[config.mk]
export PLATFORM = sky130hd
export DESIGN_NAME = mul_share_sched
export DESIGN_NICKNAME = d
export VERILOG_FILES = /design/src/rtl/mul_share_sched.sv
export SDC_FILE = /design/constraint.sdc
export NUM_CORES = 1
export LEC_CHECK = 0
export CAP_MARGIN = 20
export CORE_UTILIZATION = 30
export DETAILED_ROUTE_END_ITERATION = 6
export GPL_ROUTABILITY_DRIVEN = 0
export PLACE_DENSITY = 0.71
export SLEW_MARGIN = 5
export SYNTH_ARGS = -nofsm -noshare
export SYNTH_HDL_FRONTEND = slang
export SYNTH_SLANG_ARGS = --single-unit
[constraint.sdc]
create_clock -name clk -period 4.3 [get_ports clk]
set_clock_uncertainty 0.1 [all_clocks]
set_input_delay 0.86 -clock clk [delete_from_list [all_inputs] [get_ports clk]]
set_output_delay 0.86 -clock clk [all_outputs]
set_load 0.02 [all_outputs]
[src/rtl/mul_share_sched.sv]
// Round-robin scheduler sharing one pipelined WxW multiplier among NREQ requesters.
// A {valid,id} tag pipeline routes each product back to the requester that issued it.
module mul_share_sched #(
  parameter int NREQ    = 4,
  parameter int W       = 8,
  parameter int MUL_LAT = 4,
  parameter int IDW     = $clog2(NREQ)
) (
  input  logic              clk,
  input  logic              rst_n,
  input  logic              en,
  input  logic [NREQ-1:0]   req_valid,
  input  logic [NREQ*W-1:0] req_a,
  input  logic [NREQ*W-1:0] req_b,
  output logic [NREQ-1:0]   req_ready,
  output logic              mul_en_in,
  output logic [W-1:0]      mul_a,
  output logic [W-1:0]      mul_b,
  input  logic              mul_en_out,
  input  logic [2*W-1:0]    mul_out,
  output logic [NREQ-1:0]   rsp_valid,
  output logic [2*W-1:0]    rsp_data,
  output logic              drain_done,
  output logic              err_sticky
);

  localparam int CW = $clog2(MUL_LAT + 2);

  typedef enum logic [1:0] {IDLE, RUN, DRAIN} state_t;

  state_t          state;
  logic [IDW-1:0]  ptr;
  logic [IDW-1:0]  grant_id;
  logic [IDW-1:0]  idx;
  logic [NREQ-1:0] grant;
  logic            found;
  logic            xfer;
  logic [IDW-1:0]  issue_id;
  logic [IDW:0]    tag [MUL_LAT];
  logic            tag_vld;
  logic [IDW-1:0]  tag_id;
  logic [CW-1:0]   inflight;

  // First valid requester at or after ptr wins; only RUN may grant.
  always_comb begin
    grant    = '0;
    grant_id = '0;
    found    = 1'b0;
    idx      = '0;
    if (state == RUN) begin
      for (int i = 0; i < NREQ; i++) begin
        idx = IDW'((32'(ptr) + i) % NREQ);
        if (!found && req_valid[idx]) begin
          found       = 1'b1;
          grant[idx]  = 1'b1;
          grant_id    = idx;
        end
      end
    end
  end

  assign req_ready = grant;
  assign xfer      = found;
  assign tag_vld   = tag[MUL_LAT-1][IDW];
  assign tag_id    = tag[MUL_LAT-1][IDW-1:0];

  always_ff @(posedge clk or negedge rst_n) begin
    if (!rst_n) begin
      mul_en_in <= 1'b0;
      mul_a     <= '0;
      mul_b     <= '0;
      issue_id  <= '0;
      ptr       <= '0;
    end else begin
      mul_en_in <= xfer;
      issue_id  <= grant_id;
      if (xfer) begin
        mul_a <= req_a[grant_id*W +: W];
        mul_b <= req_b[grant_id*W +: W];
        ptr   <= (grant_id == IDW'(NREQ - 1)) ? '0 : grant_id + 1'b1;
      end else begin
        mul_a <= '0;
        mul_b <= '0;
      end
    end
  end

  // Tag enters alongside mul_en_in so its last stage lines up with mul_en_out.
  always_ff @(posedge clk or negedge rst_n) begin
    if (!rst_n) begin
      for (int k = 0; k < MUL_LAT; k++) tag[k] <= '0;
    end else begin
      tag[0] <= {mul_en_in, issue_id};
      for (int k = 1; k < MUL_LAT; k++) tag[k] <= tag[k-1];
    end
  end

  always_ff @(posedge clk or negedge rst_n) begin
    if (!rst_n) begin
      rsp_valid  <= '0;
      rsp_data   <= '0;
      err_sticky <= 1'b0;
      inflight   <= '0;
    end else begin
      rsp_valid <= '0;
      rsp_data  <= '0;
      if (mul_en_out && tag_vld) begin
        rsp_valid <= NREQ'(1) << tag_id;
        rsp_data  <= mul_out;
      end
      if (mul_en_out != tag_vld) err_sticky <= 1'b1;
      // A valid tag retires even on a missing strobe so drain cannot stall.
      case ({xfer, tag_vld})
        2'b10:   inflight <= inflight + 1'b1;
        2'b01:   inflight <= inflight - 1'b1;
        default: inflight <= inflight;
      endcase
    end
  end

  always_ff @(posedge clk or negedge rst_n) begin
    if (!rst_n) begin
      state      <= IDLE;
      drain_done <= 1'b0;
    end else begin
      drain_done <= 1'b0;
      case (state)
        IDLE:    if (en) state <= RUN;
        RUN:     if (!en) state <= DRAIN;
        DRAIN: begin
          if (inflight == '0 && rsp_valid == '0) begin
            state      <= IDLE;
            drain_done <= 1'b1;
          end
        end
        default: state <= IDLE;
      endcase
    end
  end

endmodule

* Yosys cells after proc, flatten, opt, wreduce, memory -nomap -nowiden
Index checks and enable logic that the tools add are counted.
** Cells by class
- Bitwise logic cells :: 3
- Reduce and logical (&&, ||, !) cells :: 17
- Shift operators :: 3
- Add/sub/neg operators :: 6
- Equality and inequality tests :: 9
- Muxes and demuxes :: 49
- Magnitude comparators :: 8
** Operator list (number)
- variable part select 32 x 6 -> 8 bit :: 2
- two-way mux 4 bit :: 9
- two-way mux 1 bit :: 18
- two-way mux 2 bit :: 9
- two-way mux 16 bit :: 1
- two-way mux 8 bit :: 2
- less-than comparator 2 x 3 -> 1 bit (second input constant) :: 4
- OR 4 bit :: 3
- logical AND 1 bit :: 9
- binary-select mux 1 bit (select 2 bit) :: 4
- demux 1 bit (select 2 bit) :: 4
- greater-or-equal comparator 2 x 1 -> 1 bit (second input constant) :: 4
- == test 2 bit (second input constant) :: 3
- inequality test 2 bit (second input constant) :: 3
- case mux 2 bit (3 select lines) :: 1
- case mux 3 bit (2 select lines) :: 1
- adder 2 x 1 -> 2 bit (second input constant) :: 2
- adder 2 bit (second input constant) :: 2
- == test 2 x 1 -> 1 bit (second input constant) :: 2
- zero test 4 bit :: 1
- << shifter 1 x 2 -> 4 bit (first input constant) :: 1
- adder 3 x 1 -> 3 bit (second input constant) :: 1
- zero test 1 bit :: 3
- zero test 3 bit :: 1
- other kinds (5) :: 5
** Storage, ports and cells
- Bits in registers :: 60
- Input bits :: 88
- Logic and storage cells :: 110
- Output and inout port bits :: 43

* Depth between registers and ports, before layout
- Depth after elaboration :: 18
- Mapped depth :: 12
- Mapped depth without buffers :: 11

* Least setup slack after synthesis
Ideal clock, no wire load.
- Path kind :: register to output
- Start :: register ptr[0]
- End :: output port req_ready[0]
- Data required time :: 3.340 ns
- Data arrival time :: 2.461 ns
- Slack :: 0.879 ns
- Cell stages (with the launch flop) :: 9
- Path through :: dfrtp_1 > buf_6 > inv_1 > ha_1 > mux4_2 > or3_4 > nor2_4 > a221oi_1 > nor2_1
** Between the ends
- Word-level cells in the longest chain between the ends :: 16
- Elaborated cells between the ends (all ways) :: 54
- Classes of those cells :: add/sub (3); order compare (8); mux (30); bitwise (3); reduce/logical (10)
** RTL lines
- from (decl) :: RTL line 32 : logic [IDW-1:0] ptr;
- from (signal assigned) :: RTL line 80 : ptr <= (grant_id == IDW'(NREQ - 1)) ? '0 : grant_id + 1'b1;
- branches (longest 14 deep; another with less-than comparator 2 x 3 -> 1 bit)
- two-way mux 4 bit (*) :: RTL line 53 : if (!found && req_valid[idx]) begin
- two-way mux 4 bit (*) :: RTL line 50 : if (state == RUN) begin
- to (decl) :: RTL line 15 : output logic [NREQ-1:0] req_ready,
Mark *: on every way between the ends. The select of a mux whose other input is x is not followed.

* Worst setup path after layout
- Start :: input port req_valid[0]
- End :: output port req_ready[1]
** Between the ends
- Word-level cells in the longest chain between the ends :: 16
- Elaborated cells between the ends (all ways) :: 31
- Classes of those cells :: mux (22); bitwise (3); reduce/logical (6)
** RTL lines
- from (decl) :: RTL line 12 : input logic [NREQ-1:0] req_valid,
- binary-select mux 1 bit (select 2 bit) :: RTL line 53
- two-way mux 1 bit (not written as such) :: RTL line 53
- two-way mux 1 bit :: RTL line 53
- two-way mux 1 bit :: RTL line 50
- zero test 1 bit :: RTL line 53
- logical AND 1 bit :: RTL line 53
- two-way mux 1 bit :: RTL line 53
- two-way mux 1 bit :: RTL line 50
- zero test 1 bit :: RTL line 53
- logical AND 1 bit :: RTL line 53
- two-way mux 1 bit :: RTL line 53
- two-way mux 1 bit :: RTL line 50
- zero test 1 bit :: RTL line 53
- logical AND 1 bit :: RTL line 53
- two-way mux 4 bit (*) :: RTL line 53
- two-way mux 4 bit (*) :: RTL line 50
Every way passes the cells marked *; elsewhere a longest branch is shown, timed or not. The select of a mux whose other input is x is not followed.

==> qor.log <==
[finish] number of antenna cells inserted 0
[worst_setup_path] worst path arrival time 3.06 ns
[sta] f_max 249 MHz
[sta] final worst slack 0.284 ns
[global_route] global routing usage summed across all routing layers 13.7%
[synthesis] post-synthesis area per instance 12.7 sq um
[global_route] pin count of the biggest net entering global routing 41
[power] power per cell area 604 mW/mm^2
[routing] residual DRC count 0
[clock_tree] CTS tree yes
[routing] post-detailed-routing wire length 6380 um
[worst_setup_path] critical path class primary input to primary output
[synthesis] main flop type after synthesis dfrtp_1
[min_path] worst hold path cell count 0
[synthesis] register bit count reported by yosys 60
[placed_design] worst slack at placement 0.00105 ns
[power] leak pwr 1.95 nW
[worst_setup_path] R2R Path End inflight[2]
[floorplan] standard-cell rows 34
[global_route] first-pass GRT wire length 10,200 um
[global_route] overflow left after global routing 0
[routing] post-route antenna net violation count 0
[synthesis] number of warning messages in the yosys log 0
[sta] headroom to the max-slew limit 41.2%
[sta] number of max-slew violations in the final report 0
[synthesis] top area cells in the synthesized netlist dfrtp_1 (53%), mux2i_1 (12%), ha_1 (4.5%)
[floorplan] Starting Density 31.6%
[worst_setup_path] Worst Setup Start Kind primary input
[synthesis] Cells after Synth 221
[finish] Synth-to-Final Area Change 58.5%
[clock_tree] clock transition at the register clock pins on the worst setup and hold paths after CTS 0.07 ns
[routing] first-pass iteration count of the detailed router 4
[clock_tree] Root Buffer Master clkbuf_8
[finish] Filler Cell Count 789
[clock_tree] clk_lat worst skew 0.33 ns
[clock_tree] number of clock sinks 60
[synthesis] Net Count, Synth 320
[sta] Hold WS 0.241 ns
[sta] number of setup violations in the final report 0
[floorplan] die width 98.8 um
[routing] Vias 2,206
[worst_setup_path] worst-path fanout max 8
[sta] hold violation total from the final report 0
[floorplan] top-level port count 131
[placed_design] Post-DP HPWL 4950 um
[clock_tree] clock buffers created by TritonCTS 9
[sta] transition time at the pin with the least slew margin 0.882 ns
[job] reported max-cap violation count 0
[finish] layout net count 461
[status] status finished, final reports clean
[clock_tree] maximum number of buffers from clock root to sink 2
[routing] DR vias/cell 4.65
[min_path] kind of path behind the tightest hold check flop to flop
[sta] TNS Setup 0 ns
[floorplan] area enclosed by the die boundary 0.00976 sq mm
[routing] Iteration-0 DRC Markers 40
[placed_design] port bufs 130
[floorplan] Chip Height 98.8 um
[synthesis] share of the yosys chip area belonging to registers 53.4%
[synthesis] asr flop ratio synth 100%
[worst_setup_path] flop2flop setup slack 1.04 ns
[sta] clock period minus worst slack 4.02 ns
[clock_tree] number of H-tree levels 3
[floorplan] area of the core region 0.00889 sq mm
[synthesis] Post-synth EDFFs 0
[min_path] hold path startpoint tag[6]
[synthesis] area fraction of the dominant cell type after synthesis 53.4%
[worst_setup_path] Critical Path Sink Type primary output
[routing] WL/cell 13.5 um
[global_route] initial antenna violation count 0
[sta] fin crit share 93.4%
[sta] RSZ-0062 raised after global routing no
[finish] fraction of final layout cells with drive strength greater than 1 10.7%
[global_route] number of global-route vias before repair 2,204
[worst_setup_path] worst reg2reg startpoint ptr[0]
[min_path] Hold Crit Endpoint tag[3]
[synthesis] library cells used by synthesis 40
[synthesis] most area-hungry cell type in the Yosys netlist dfrtp_1
[power] highest ir drop seen on vdd 190 uV
[finish] final core area utilization 50.1%
[worst_setup_path] data required time of the critical path 3.34 ns
[synthesis] combined area of all synthesized cells 0.00281 sq mm
[clock_tree] post-CTS repair timing setup buffer count 0
[clock_tree] CTS hold repair buffers 0
[worst_setup_path] worst reg-to-reg path cell count 11
==> report_power, final <==
group	switching [W]	internal, W
clock network	0.000206	0.000295
registers	0.0000681	0.000752
logic	0.000706	0.000666
total	0.000980	0.00171
==> worst max-delay path: stages <==
cell and delay, ns:
clkdlybuf4s50_1 0.52, mux4_2 0.54, or3_4 0.43, nor2_4 0.18, a221oi_1 0.10, nor2_1 0.09, dlygate4sd2_1 0.34
==> Yosys cell counts (all sizes together), types with 2 or more instances <==
cell and number:
dfrtp 60, mux2i 35, and2 16, nor2 16, o22ai 16, ha 10
inv 9, buf 8, nand2 6, a221oi 4, a22oi 4, mux4 4
nand2b 3, nor3 3, o21ai 3, xnor2 3, a21oi 2, clkbuf 2
nor2b 2, xor2 2
==> cell usage in the layout (no fill, tap or decap), drive strengths merged <==
cell type,Yosys,final
a211oi,1,1
a21oi,2,2
a221oi,4,4
a22oi,4,4
and2,16,16
and2b,1,1
and3,1,1
buf,8,11
bufinv,0,1
clkbuf,2,11
clkdlybuf4s50,0,125
clkinv,0,3
dfrtp,60,60
dlygate4sd2,0,2
dlymetal6s2s,0,2
fa,1,1
ha,10,10
inv,9,9
mux2,1,1
mux2i,35,35
mux4,4,4
nand2,6,6
nand2b,3,3
nand3,1,1
nor2,16,16
nor2b,2,2
nor3,3,3
nor3b,1,1
nor4,1,1
o21a,1,1
o21ai,3,3
o221ai,1,1
o22ai,16,16
o32ai,1,1
or2,1,1
or3,1,1
xnor2,3,3
xor2,2,2
==> logic make-up (layout without fill, tap and decap cells) <==
kind of cell | count (synthesis) | after routing | synth area share [%]
AO/OA/AOI/OAI | 33 | 33 | 8.95
AND/OR/NAND/NOR | 53 | 53 | 10.5
flip-flops | 60 | 60 | 53.4
buffers and inverters | 19 | 164 | 4.32
multiplexers | 40 | 40 | 16.1
adder cells (fa/ha/maj) | 11 | 11 | 5.16
XOR/XNOR | 5 | 5 | 1.56
==> layer usage <==
| layer | GRT usage (%) | routed length (um) | up-vias |
|---|---|---|---|
| met1 | 14.5 | 2540 | 1016 |
| met3 | 5.82 | 636 | 8 |
| met4 | 6.54 | 113 | 0 |
| met5 | 0 | 0 | - |
| li1 | - | - | 1067 |
| met2 | 23.7 | 3090 | 115 |
==> registers in the layout (all words and copies together) (netlist names), 3 cells and up <==
name	cells
rsp_data	16
tag	12
mul_a	8
mul_b	8
rsp_valid	4
inflight	3
==> worst max-delay path by stage <==
stage | from | end | slack [ns] | cells after the start
2_1_floorplan | ptr[0] | req_ready[0] | 0.88 | 8
3_3_place_gp | req_valid[0] | req_ready[3] | 0.08 | 7
3_5_place_dp | req_valid[0] | req_ready[3] | 0.001 | 7
4_1_cts | req_valid[0] | req_ready[0] | 0.0006 | 7
5_1_grt | req_valid[0] | req_ready[1] | 0.20 | 7
6_report | req_valid[0] | req_ready[1] | 0.28 | 7
==> final cells by class <==
class / count / area, sq um / share of cell area [%]
clock inverters: 4 / 48.8 / 1.09
flip-flops and latches: 60 / 1500 / 33.7
inverters: 9 / 33.8 / 0.758
well taps: 108 / 135 / 3.03
repair buffers: 140 / 1390 / 31.1
multi-input cells: 142 / 1200 / 26.9
clock buffers: 11 / 151 / 3.40
==> metrics by stage <==
stage | power [W] | instance area [sq um] | std cells
after floorplan | 0.00172 | 2810 | 221
after global placement | 0.00219 | 4250 | 459
after detailed placement | 0.00223 | 4250 | 459
after CTS | 0.00273 | 4450 | 474
after global routing | 0.00288 | 4460 | 474
final | 0.00269 | 4460 | 474
==> timing repair <==
item | CTS | global route
endpoints found under the setup margin | 2 | 2
resized for setup | 2 | 2
cloned | 0 | 0
No activity file was read; power rests on OpenSTA's default activity.
==> variant, RTL diff (same settings) <==
Register the output `err_sticky` once more, cleared by the reset; this adds one clock of latency there. The other outputs are not delayed to match.
--- a/src/rtl/mul_share_sched.sv
+++ b/src/rtl/mul_share_sched.sv
@@ -29,2 +29,4 @@
   typedef enum logic [1:0] {IDLE, RUN, DRAIN} state_t;
+
+  logic err_sticky_s0;
 
@@ -101,3 +103,3 @@
       rsp_data   <= '0;
-      err_sticky <= 1'b0;
+      err_sticky_s0 <= 1'b0;
       inflight   <= '0;
@@ -110,3 +112,3 @@
       end
-      if (mul_en_out != tag_vld) err_sticky <= 1'b1;
+      if (mul_en_out != tag_vld) err_sticky_s0 <= 1'b1;
       // A valid tag retires even on a missing strobe so drain cannot stall.
@@ -140,2 +142,10 @@
 
+  always_ff @(posedge clk or negedge rst_n) begin
+    if (!rst_n) begin
+      err_sticky <= '0;
+    end else begin
+      err_sticky <= err_sticky_s0;
+    end
+  end
+
 endmodule
Formal check against the unedited RTL: not equivalent (a bounded check fails within 4 cycles, from zero or initial values and one cycle with rst_n low).
==> variant against the unedited design <==
  * Die area is 3.7% higher
  * Sequential power is 0.5% higher
  * Final area is 3.4% higher
  * Setup slack worse by 0.22 ns
  * Sequential cell count is 1 higher
  * Power is 9.3% higher
  * Area after synthesis is 3.8% higher
  * Wire length is 8.9% higher
==> variant: results (changes against the unedited design) <==
<table>
<tr><th>Metric</th><th>Value</th></tr>
<tr><th colspan="2">Timing</th></tr>
<tr><td>Worst hold margin</td><td>0.247 ns (+0.00537 ns)</td></tr>
<tr><th colspan="2">Critical path</th></tr>
<tr><td>Worst stage delay on the critical path</td><td>0.62 ns (+0.08 ns)</td></tr>
<tr><td>R2R Path End</td><td>mul_a[6]</td></tr>
<tr><td>Number of cells traversed by the worst register-to-register path</td><td>8 (-3)</td></tr>
<tr><td>Worst reg2reg startpoint</td><td>ptr[1]</td></tr>
<tr><td>Arrival time of the worst setup path</td><td>3.27 ns (+0.21 ns)</td></tr>
<tr><th colspan="2">Global route</th></tr>
<tr><td>Total GRT Usage</td><td>0.141 (+0.00421)</td></tr>
<tr><th colspan="2">Clocking</th></tr>
<tr><td>Sinks on Clock Net</td><td>61 (+1.7%)</td></tr>
<tr><th colspan="2">Logic synthesis</th></tr>
<tr><td>Xor-xnor portion of the synthesized cell area</td><td>0.00901 (-0.00657)</td></tr>
<tr><td>Fraction of the mapped netlist area in compound gates</td><td>0.228 (+0.138)</td></tr>
<tr><td>Average cell area after synthesis</td><td>12.7 sq um (-0.28%)</td></tr>
<tr><td>Synthesized-area fraction occupied by adder cells</td><td>0.0497 (-0.00188)</td></tr>
<tr><td>Netlist cell types</td><td>43 (+7.5%)</td></tr>
<tr><td>Share of synthesized area spent on multiplexers</td><td>0.0360 (-0.125)</td></tr>
<tr><th colspan="2">Final layout</th></tr>
<tr><td>Non-clock inverter count</td><td>6 (-3)</td></tr>
<tr><td>Post-layout instance count excluding filler cells</td><td>497 (+4.9%)</td></tr>
<tr><td>Multi-input combinational cell count</td><td>147 (+3.5%)</td></tr>
<tr><td>Area growth from synthesis to layout</td><td>57.9%</td></tr>
<tr><td>Fraction of layout instances using a drive strength above 1</td><td>0.174 (+0.0674)</td></tr>
<tr><th colspan="2">Placement</th></tr>
<tr><td>DP Cell Count</td><td>480 (+4.6%)</td></tr>
<tr><td>Place WS</td><td>0.136 ns (+0.135 ns)</td></tr>
<tr><td>Area after detailed placement</td><td>4320 sq um (+1.5%)</td></tr>
<tr><th colspan="2">Route</th></tr>
<tr><td>Final wirelength</td><td>6950 um (+8.9%)</td></tr>
<tr><td>Iteration-0 DRC count of the detailed router</td><td>81 (+100%)</td></tr>
<tr><th colspan="2">Min path</th></tr>
<tr><td>Class of the tightest hold or removal check</td><td>in2async</td></tr>
<tr><th colspan="2">Outcome</th></tr>
<tr><td>Result of the run</td><td>finished, final reports clean</td></tr>
<tr><th colspan="2">Power</th></tr>
<tr><td>Pint</td><td>1.84 mW (+7.4%)</td></tr>
</table>
==> variant: changes by cell type after synthesis, sizes merged, moves of 5 or more <==
cell and delta:
a21oi +17, a221oi +16, a22oi +16, buf +5, mux2i -29, o22ai -16
==> variant: critical path: cells and delay by family <==
family,cells,cell delay (ns)
and+or+nand+nor,3,0.44
muxes,1,0.62
AOI/OAI and AO/OA,2,0.16
buffers and inverters,2,1.18
==> variant: what timing repair did <==
item | in CTS | in global routing
pin swaps | 0 | 0
gates resized for setup | 1 | 4
hold buffers | 0 | 0
setup endpoints to repair | 4 | 4
==> variant: power groups by stage <==
stage | logic [mW] | registers [mW] | clock network (mW)
finish | 1.51 | 0.824 | 0.603
detailed placement | 1.49 | 0.836 | 0
global route | 1.66 | 0.847 | 0.663
global placement | 1.45 | 0.833 | 0
floorplan | 0.942 | 0.946 | 0
CTS | 1.50 | 0.827 | 0.631
==> variant: kinds of logic after synthesis <==
kind of cell               after synthesis
AOI/OAI and AO/OA                       71
DFF                                     61
and+or+nand+nor                         54
buffers and inverters                   22
adders and majority gates               11
muxes                                    8
xor gates and xnor gates                 3
==> variant: how the worst max path moves through the flow <==
stage	startpoint	endpoint	slack [ns]	depth (start not counted)
after floorplan	ptr[0]	req_ready[0]	0.93	10
after global placement	req_valid[0]	req_ready[3]	0.26	8
after detailed placement	req_valid[0]	req_ready[2]	0.14	8
after CTS	ptr[1]	req_ready[2]	0.06	9
after global routing	req_valid[0]	req_ready[0]	0.004	8
final	req_valid[0]	req_ready[1]	0.07	8
==> variant: layer usage <==
metal  wire (um)  GRT usage  share of wire
met5           0          0              0
met4          59     0.0479         0.0085
met3         569     0.0617          0.082
met2        3580      0.244           0.51
met1        2750      0.156           0.40
